==> src/rtl/vram_fill_arbiter.sv <==
// vram_fill_arbiter: CPU/rect-fill VRAM write arbiter, CPU wins; FILL_STALL_CNT_EN builds the stall counter
module vram_fill_arbiter #(
   parameter int H_RES   = 160,
   parameter int V_RES   = 120,
   parameter int ADDR_W  = 16,
   parameter int COLOR_W = 12
) (
   input  logic               clk,
   input  logic               rst_n,
   input  logic               cpu_we_i,
   input  logic [ADDR_W-1:0]  cpu_addr_i,
   input  logic [COLOR_W-1:0] cpu_data_i,
   input  logic               fill_start_i,
   input  logic [7:0]         fill_x_i,
   input  logic [7:0]         fill_y_i,
   input  logic [7:0]         fill_w_i,
   input  logic [7:0]         fill_h_i,
   input  logic [COLOR_W-1:0] fill_color_i,
   input  logic               fill_abort_i,
   output logic               vram_we_o,
   output logic [ADDR_W-1:0]  vram_addr_o,
   output logic [COLOR_W-1:0] vram_data_o,
   output logic               busy_o,
   output logic               done_o,
   output logic               clip_o,
   output logic [15:0]        stall_cnt_o
);
   typedef enum logic [1:0] {IDLE, SETUP, FILL, DONE} state_t;
   localparam logic [8:0]        H9 = 9'(H_RES);
   localparam logic [8:0]        V9 = 9'(V_RES);
   localparam logic [ADDR_W-1:0] HA = ADDR_W'(H_RES);
   state_t             state_q, state_d;
   logic [7:0]         x_q, x_d, y_q, y_d, w_q, w_d, h_q, h_d, col_q, col_d, row_q, row_d;
   logic [COLOR_W-1:0] color_q, color_d, vram_data_q, vram_data_d;
   logic [ADDR_W-1:0]  base_q, base_d, vram_addr_q, vram_addr_d;
   logic               vram_we_q, vram_we_d, clip_q, clip_d;
   logic               in_rej, in_clip, reject, fill_issue, last_col;
   logic [8:0]         room_x, room_y;
   // clip flag decided from the start inputs so it never glitches low on a clipped start
   assign in_rej  = ({1'b0, fill_x_i} >= H9) || ({1'b0, fill_y_i} >= V9) || (fill_w_i == 8'd0) || (fill_h_i == 8'd0);
   assign in_clip = in_rej || ({1'b0, fill_x_i} + {1'b0, fill_w_i} > H9) || ({1'b0, fill_y_i} + {1'b0, fill_h_i} > V9);
   assign reject  = ({1'b0, x_q} >= H9) || ({1'b0, y_q} >= V9) || (w_q == 8'd0) || (h_q == 8'd0);
   assign room_x  = H9 - {1'b0, x_q};
   assign room_y  = V9 - {1'b0, y_q};
   assign fill_issue = (state_q == FILL) && !cpu_we_i && !fill_abort_i;
   assign last_col   = col_q == w_q - 8'd1;
   // after SETUP, w_q/h_q hold the clipped extents ew/eh
   // next-state and fill-walker update; the walker freezes on CPU cycles
   always_comb begin
      state_d = state_q;
      x_d     = x_q;
      y_d     = y_q;
      w_d     = w_q;
      h_d     = h_q;
      col_d   = col_q;
      row_d   = row_q;
      color_d = color_q;
      base_d  = base_q;
      clip_d  = clip_q;
      case (state_q)
         IDLE: if (fill_start_i) begin
            x_d     = fill_x_i;
            y_d     = fill_y_i;
            w_d     = fill_w_i;
            h_d     = fill_h_i;
            color_d = fill_color_i;
            clip_d  = in_clip;
            state_d = SETUP;
         end
         SETUP: begin
            w_d     = ({1'b0, w_q} > room_x) ? room_x[7:0] : w_q;
            h_d     = ({1'b0, h_q} > room_y) ? room_y[7:0] : h_q;
            base_d  = ADDR_W'(y_q) * HA + ADDR_W'(x_q);
            col_d   = '0;
            row_d   = '0;
            state_d = fill_abort_i ? IDLE : reject ? DONE : FILL;
         end
         FILL: if (fill_abort_i) state_d = IDLE;
         else if (!cpu_we_i) begin
            col_d = last_col ? 8'd0 : col_q + 8'd1;
            if (last_col) begin
               row_d  = row_q + 8'd1;
               base_d = base_q + HA;
               if (row_q == h_q - 8'd1) state_d = DONE;
            end
         end
         default: state_d = IDLE;
      endcase
   end
   // VRAM port mux: CPU first, then fill pixel, else hold address/data
   assign vram_we_d   = cpu_we_i || fill_issue;
   assign vram_addr_d = cpu_we_i ? cpu_addr_i : fill_issue ? base_q + ADDR_W'(col_q) : vram_addr_q;
   assign vram_data_d = cpu_we_i ? cpu_data_i : fill_issue ? color_q : vram_data_q;
   // state and output registers
   always_ff @(posedge clk or negedge rst_n) begin
      if (!rst_n) begin
         state_q     <= IDLE;
         x_q         <= '0;
         y_q         <= '0;
         w_q         <= '0;
         h_q         <= '0;
         col_q       <= '0;
         row_q       <= '0;
         color_q     <= '0;
         base_q      <= '0;
         clip_q      <= 1'b0;
         vram_we_q   <= 1'b0;
         vram_addr_q <= '0;
         vram_data_q <= '0;
      end else begin
         state_q     <= state_d;
         x_q         <= x_d;
         y_q         <= y_d;
         w_q         <= w_d;
         h_q         <= h_d;
         col_q       <= col_d;
         row_q       <= row_d;
         color_q     <= color_d;
         base_q      <= base_d;
         clip_q      <= clip_d;
         vram_we_q   <= vram_we_d;
         vram_addr_q <= vram_addr_d;
         vram_data_q <= vram_data_d;
      end
   end
   assign vram_we_o   = vram_we_q;
   assign vram_addr_o = vram_addr_q;
   assign vram_data_o = vram_data_q;
   assign busy_o      = state_q != IDLE;
   assign done_o      = state_q == DONE;
   assign clip_o      = clip_q;
`ifdef FILL_STALL_CNT_EN
   logic [15:0] stall_q, stall_d;
   assign stall_d = (state_q == IDLE && fill_start_i) ? 16'd0 :
                    (state_q == FILL && cpu_we_i && stall_q != 16'hFFFF) ? stall_q + 16'd1 : stall_q;
   // saturating count of fill cycles lost to CPU writes
   always_ff @(posedge clk or negedge rst_n) begin
      if (!rst_n) stall_q <= '0;
      else stall_q <= stall_d;
   end
   assign stall_cnt_o = stall_q;
`else
   assign stall_cnt_o = 16'd0;
`endif
endmodule

==> config.mk <==
export PLATFORM = sky130hd
export DESIGN_NAME = vram_fill_arbiter
export DESIGN_NICKNAME = d
export VERILOG_FILES = /design/src/rtl/vram_fill_arbiter.sv
export SDC_FILE = /design/constraint.sdc
export NUM_CORES = 1
export LEC_CHECK = 0
export CORE_UTILIZATION = 59
export CTS_CLUSTER_SIZE = 28
export DETAILED_ROUTE_END_ITERATION = 10
export PLACE_DENSITY_LB_ADDON = 0.05
export SYNTH_ARGS = -nofsm -noshare
export SYNTH_HDL_FRONTEND = slang
export SYNTH_SLANG_ARGS = --single-unit
==> constraint.sdc <==
create_clock -name clk -period 8.18 [get_ports clk]
set_clock_uncertainty 0.2 [all_clocks]
set_input_delay 1.227 -clock clk [delete_from_list [all_inputs] [get_ports clk]]
set_output_delay 1.227 -clock clk [all_outputs]
set_load 0.01 [all_outputs]
==> summary.log, run 1 <==
[hold_path] Hold Path Sink clip_o
[timing] maximum achievable frequency 272 MHz
[yosys] Synth top cells by count dfrtp_1 (108), nand2_1 (97), o21ai_0 (87), ha_1 (62), nor2_1 (47)
[yosys] async set-or-reset flop fraction in the synthesized netlist 100%
[clock_network] Num CTS Buffers 9
[critical_path] R2R Setup Slk 4680 ps
[global_routing] global-route usage over all layers 28.1%
[global_routing] grt ovf 0
[clock_network] Bufs on Longest Clock Path 2
[place] routability-driven placement congestion ratio 0.910
[detailed_routing] Post-route DRC 0
[yosys] Synth Warn # 0
[floorplan] core region area 12800 um^2
[detailed_routing] wirelength, routed 18900 um
[critical_path] Arrival @ worst endpoint 3710 ps
[clock_network] hold-fix buffers at CTS 0
[floorplan] Core Rows 41
[critical_path] worst setup path class in -> reg
[hold_path] count of cells along the worst hold path 1
[floorplan] Boundary Pins 125
[clock_network] root cell of the clock tree clkbuf_16
[yosys] synth unique cells 74
[critical_path] required time at the worst-slack endpoint 8220 ps
[yosys] Post-Synthesis Cell Area 7850 um^2
[final_layout] fraction of final layout cells with drive strength greater than 1 9.13%
[hold_path] class of the tightest hold or removal check reg -> reg
[clock_network] quantity of gates resized following cts 0
[power] power density over cell area 361 nW/um^2
[power] maximum vdd ir drop 0.209 mV
[yosys] Main synth FF type dfrtp_1
[yosys] EDFF count, synth 0
[detailed_routing] number of antenna-violating nets in the routed design 0
[final_layout] Post-layout nets 1092
[clock_network] count of H-tree levels built during CTS 3
[clock_network] Clock Sink Count 108
[detailed_routing] DR pass1 iterations 5
[global_routing] number of antenna violations at the first check in global routing 0
[critical_path] worst r2r dst h_q[5]
[timing] Worst Max-Slew Pin Slew 1010 ps
[final_layout] count of non-filler cells in the finished layout 1125
[timing] worst rel slew slack 32.5%
[critical_path] CP Max Fanout 3
[global_routing] maximum number of pins on one net before global-route repair 63
[critical_path] Worst setup SP type input port
[clock_network] clock latency reported for the late side of the worst-skew pair 360 ps
[floorplan] starting density of the core 61.4%
[yosys] synthesized area per cell 9.16 um^2
[place] placed wire-length estimate after detailed placement 14100 um
[power] leakage power of the design 4.07 nW
[floorplan] die area 13800 um^2
[floorplan] die span in y 117 um
[yosys] sequential cell area fraction in the yosys report 34.4%
[critical_path] sort of element at the end of the critical path register
[critical_path] Worst R2R Start y_q[1]
[yosys] library cell with the highest instance count after synthesis dfrtp_1
[final_layout] Inserted Diodes 0
[yosys] Synth Instances 857
[place] number of placed instances, taps included 1109
[clock_network] number of buffers inserted to repair setup after CTS 0
[final_layout] fillers 986
[clock_network] Clock transition at path regs 70 ps
[detailed_routing] via count 6652
[global_routing] wire length of the first global-routing pass 31700 um
[detailed_routing] detailed router's first-iteration violation count 433
[timing] total negative slack 0 ps
[floorplan] die width 117 um
[hold_path] hold_sp clip_o
[timing] final setup fails 0
[final_layout] layout overhead on the synthesized area 18.2%
[detailed_routing] detail-routed net length per standard cell 16.8 um
[place] buffers added on ports 108
[timing] part of the cycle the worst path needs 44.9%
[timing] minimum clock period 3670 ps
[timing] Final Max Slew Viols 0
[critical_path] worst-case reg-to-reg path depth 13
[yosys] cell types occupying the most area after synthesis dfrtp_1 (34%), ha_1 (9.9%), o21ai_0 (5.5%)
[timing] final hold vios 0
[flow_run] max-capacitance violation count 0
[yosys] flop and latch count out of synthesis 108
[timing] RSZ-0062 raised after global routing no
[detailed_routing] via density per instance 5.91
[clock_network] clock tree from TritonCTS done
[yosys] library cell with the largest summed area after synthesis dfrtp_1
[global_routing] vias in the first global route 6468
[outcome] status completed
[yosys] Yosys top cell area share 34.4%
sequential cells by signal, indices dropped and copies added, names as in the netlist:
register	cells
vram_addr_o	16
color_q	12
base_q	16
row_q	8
clip_o	1
x_q	8
w_q	8
y_q	8
h_q	8
state_q	2
vram_data_o	12
col_q	8
vram_we_o	1
layout by cell type (no fill, tap or decap), types with 4 or more instances in the layout:
cell type and n:
dfrtp_1 108, clkdlybuf4s50_1 106, nand2_1 97, o21ai_0 87, ha_1 62, nor2_1 46, a21oi_1 40, mux2_2 35
xnor2_1 31, inv_1 30, mux2i_1 26, xor2_1 25, nor3_1 24, nand3_1 17, conb_1 16, nand4_1 15
nand2b_1 11, o21a_1 11, nor2b_1 11, a21oi_2 10, clkbuf_16 9, or4_1 8, a21o_1 8, a211oi_1 8
and3_1 6, nor4_1 6, buf_4 6, and2_1 5, or3_1 5, o211ai_1 5, a21oi_4 5, fa_1 5
o31ai_1 4
per-stage QoR:
step           util [%]  hold WS [ps]  instance area [um^2]  power [mW]  setup slack [ps]
2_1_floorplan         -           250                  7900        2.38              4830
3_3_place_gp       70.2           290                  8970        2.79              4250
3_5_place_dp       70.2           295                  8970        2.87              4180
4_1_cts            72.6           315                  9280        3.34              4560
5_1_grt            72.6           329                  9280        3.62              4410
6_report           72.6           312                  9280        3.35              4510
worst max-delay path: stages:
cell and delay, ps:
clkdlybuf4s50_1 460, ha_1 250, fa_1 430, a211oi_1 260
nor2_1 100, o21a_1 190, o21a_1 170, o21ai_0 160
o311ai_0 150, o32a_1 310
kinds of logic after synthesis:
logic type                 count (synthesis)  share of synthesized area, %
muxes                                     61                          8.34
DFF                                      108                          34.4
adders and majority gates                 67                          11.2
other                                      1                        0.0478
AOI/OAI and AO/OA                        218                          18.3
xor gates and xnor gates                  56                          6.25
and+or+nand+nor                          268                          16.6
buffers and inverters                     78                          4.83
power breakdown:
part | internal (mW) | switching (mW)
logic | 0.883 | 1.04
registers | 0.719 | 0.243
clock network | 0.243 | 0.218
total | 1.85 | 1.50
worst max path at each step:
stage	start	end	slack [ps]
after floorplan	fill_x_i[0]	clip_o	4830
after global placement	fill_w_i[0]	clip_o	4250
after detailed placement	fill_w_i[0]	clip_o	4180
after CTS	fill_w_i[0]	clip_o	4560
after global routing	fill_w_i[0]	clip_o	4410
final	fill_w_i[0]	clip_o	4510
layer usage:
layer  global-route usage [%]  wire [um]  share of wire [%]  vias to the layer above
met4                     9.25        345                1.8                        0
li1                         -          -                  -                     3243
met2                     47.2       9030                 48                      216
met3                     2.97        873                4.6                       24
met1                     37.8       8630                 46                     3169
met5                        0          0                  0                        -
final cells by class:
cell class / instances / area [um^2] / area share (%)
tap: 172 / 215 / 2.32
clock inverter: 7 / 82.6 / 0.890
multi-input combinational: 686 / 4830 / 52.0
timing repair buffer: 113 / 1110 / 12.0
inverter: 30 / 113 / 1.21
sequential: 108 / 2700 / 29.1
clock buffer: 9 / 225 / 2.43
Note: power is estimated with default switching activity, not from simulation.
==> run 2: changes to the inputs <==
--- a/config.mk
+++ b/config.mk
@@ -5,7 +5,7 @@
 export SDC_FILE = /design/constraint.sdc
 export NUM_CORES = 1
 export LEC_CHECK = 0
-export CORE_UTILIZATION = 59
+export CORE_UTILIZATION = 55
 export CTS_CLUSTER_SIZE = 28
 export DETAILED_ROUTE_END_ITERATION = 10
 export PLACE_DENSITY_LB_ADDON = 0.05
==> constraint.sdc (replaced) <==
create_clock -name clk -period 3.6 [get_ports clk]
set_clock_uncertainty 0.2 [all_clocks]
set_input_delay 0.54 -clock clk [delete_from_list [all_inputs] [get_ports clk]]
set_output_delay 0.54 -clock clk [all_outputs]
set_load 0.01 [all_outputs]
==> run 2 against run 1 <==
Combinational power grew 130%. Clock-buffer cell count is the same. Via count rose by 0.32%. Global-route usage is 1.1 points lower. Critical path depth grew 4. Register-to-register slack worse by 4300 ps. Routed wire length rose by 0.22%. Total power up 130%. Sequential cell count unchanged. Hold slack got worse by 290 ps. Setup slack lost 4100 ps. Final cell count increased by 1.2%. Critical endpoint is now h_q[5].
==> summary.log, run 2 (synthesized netlist as in run 1, its figures left out) <==
[power] leakage power of the design 4.09 nW
[floorplan] die area 14700 um^2
[final_layout] final non-filler cell area 9330 um^2
[critical_path] required time at the worst-slack endpoint 3650 ps
[floorplan] die width 121 um
[global_routing] vias in the first global route 6557
[clock_network] number of buffers inserted to repair setup after CTS 0
[timing] total negative slack 0 ps
[place] buffers added on ports 108
[global_routing] routing layer with the top usage in global route met2
[power] power density over cell area 818 nW/um^2
[detailed_routing] via density per instance 5.86
[critical_path] worst-case reg-to-reg path depth 14
[detailed_routing] Post-route DRC 0
[flow_run] max-capacitance violation count 0
[timing] final setup fails 0
[critical_path] sort of element at the end of the critical path register
[power] Sw Share 45.2%
[global_routing] GR Layer Usage met1 35.0%
[detailed_routing] detail-routed net length per standard cell 16.6 um
[floorplan] Boundary Pins 125
[clock_network] count of H-tree levels built during CTS 3
[clock_network] hold-fix buffers at CTS 0
[timing] part of the cycle the worst path needs 89.7%
[clock_network] Clock transition at path regs 80 ps
[global_routing] global-route usage over all layers 26.9%
[power] fraction of power consumed by sequential logic 28.5%
[place] placed wire-length estimate after detailed placement 14600 um
[place] placed cell areas 9040 um^2
[floorplan] starting density of the core 56.5%
[outcome] status completed
[clock_network] Clock Sink Count 108
[timing] final hold vios 0
[final_layout] commonest cells after routing, fill and taps aside dfrtp_1 (108), clkdlybuf4s50_1 (106), nand2_1 (97)
[final_layout] Inserted Diodes 0
[critical_path] Arrival @ worst endpoint 3280 ps
[place] routability-driven placement congestion ratio 0.875
[floorplan] core region area 13900 um^2
[clock_network] quantity of gates resized following cts 0
[critical_path] Worst setup SP type register
[floorplan] die span in y 121 um
[clock_network] Num CTS Buffers 9
[timing] minimum clock period 3230 ps
[timing] RSZ-0062 raised after global routing no
[detailed_routing] number of antenna-violating nets in the routed design 0
[critical_path] worst setup path class reg -> reg
[timing] Worst Max-Slew Pin Slew 711 ps
[clock_network] clock latency reported for the late side of the worst-skew pair 360 ps
[detailed_routing] wirelength, routed 18900 um
[clock_network] root cell of the clock tree clkbuf_16
[final_layout] layout overhead on the synthesized area 18.9%
[global_routing] number of antenna violations at the first check in global routing 0
[critical_path] Worst R2R Start y_q[0]
[floorplan] Core Rows 43
[critical_path] worst r2r dst h_q[5]
[power] clock share of power 13.0%
[power] combinational share of power 58.5%
[hold_path] class of the tightest hold or removal check in -> async
[timing] Final Max Slew Viols 0
[detailed_routing] via count 6673
[detailed_routing] DR pass1 iterations 4
[power] maximum vdd ir drop 0.440 mV
[timing] hold slack 25.5 ps
[global_routing] maximum number of pins on one net before global-route repair 60
[final_layout] leading cell type in the layout, fill and taps excluded dfrtp_1
[timing] maximum achievable frequency 310 MHz
[timing] worst rel slew slack 52.6%
[global_routing] GR Util met3 3.20%
[power] Pint 4.18 mW
[clock_network] clock tree from TritonCTS done
[final_layout] utilization of the core after routing 67.2%
[global_routing] grt ovf 0
[clock_network] Bufs on Longest Clock Path 2
[global_routing] met2 layer usage reported by global route 44.3%
[power] Switch Pwr 3.45 mW
[final_layout] fraction of final layout cells with drive strength greater than 1 9.70%
[global_routing] wire length of the first global-routing pass 31300 um
[critical_path] CP Max Fanout 6
[final_layout] Post-layout nets 1098
[critical_path] R2R Setup Slk 370 ps
[detailed_routing] detailed router's first-iteration violation count 329
[run 2: cell count changes in the layout (fill, tap and decap cells not counted), sizes merged]
cell and change:
buf +6, bufinv -1, clkinv -2, inv +2, clkinvlp +1
[run 2: layer usage]
layer	vias up	part of all wire, %
met1	3222	46
li1	3252	-
met5	-	0
met2	161	47
met4	0	3.1
met3	38	3.7
[run 2: layout make-up]
cell class,count,area [um^2]
repair buffers,119,1170
clock inverters,7,66.3
multi-input cells,686,4830
clock buffers,9,225
well taps,180,225
flip-flops and latches,108,2700
fillers,1179,4550
inverters,30,113
[run 2: worst max path at each step]
stage                     slack (ps)   startpoint  endpoint
after floorplan                  590       x_q[2]    w_q[2]
after global placement           350  fill_w_i[0]    clip_o
after detailed placement         230  fill_w_i[0]    clip_o
after CTS                        380       y_q[0]    h_q[7]
after global routing             170       y_q[0]    h_q[7]
final                            370       y_q[0]    h_q[5]
[run 2: critical path, stage by stage, from the launching register on]
cell and delay, ps:
dfrtp_1 490, inv_1 120, ha_1 250, nand2b_1 130, nand4_1 130, xnor2_1 260
ha_1 310, nand4_1 100, o211ai_1 100, a21oi_1 230, nand2_1 80, a31oi_1 180
a211oi_2 80, buf_4 180, mux2_2 260
[run 2: stage by stage]
step           power [mW]  setup slack [ps]  std cells
6_report             7.63               369       1139
3_5_place_dp         6.63               234       1123
5_1_grt              8.28               169       1139
2_1_floorplan        5.41               587        872
3_3_place_gp         6.43               346       1123
4_1_cts              7.67               380       1139
[run 2: power by group through the flow]
| stage | combinational (mW) | clock [mW] | sequential [mW] |
|---|---|---|---|
| 6_report | 4.47 | 0.993 | 2.17 |
| 5_1_grt | 4.98 | 1.07 | 2.24 |
| 4_1_cts | 4.49 | 1.02 | 2.16 |
| 3_5_place_dp | 4.44 | 0 | 2.19 |
| 3_3_place_gp | 4.27 | 0 | 2.16 |
| 2_1_floorplan | 3.40 | 0 | 2.02 |
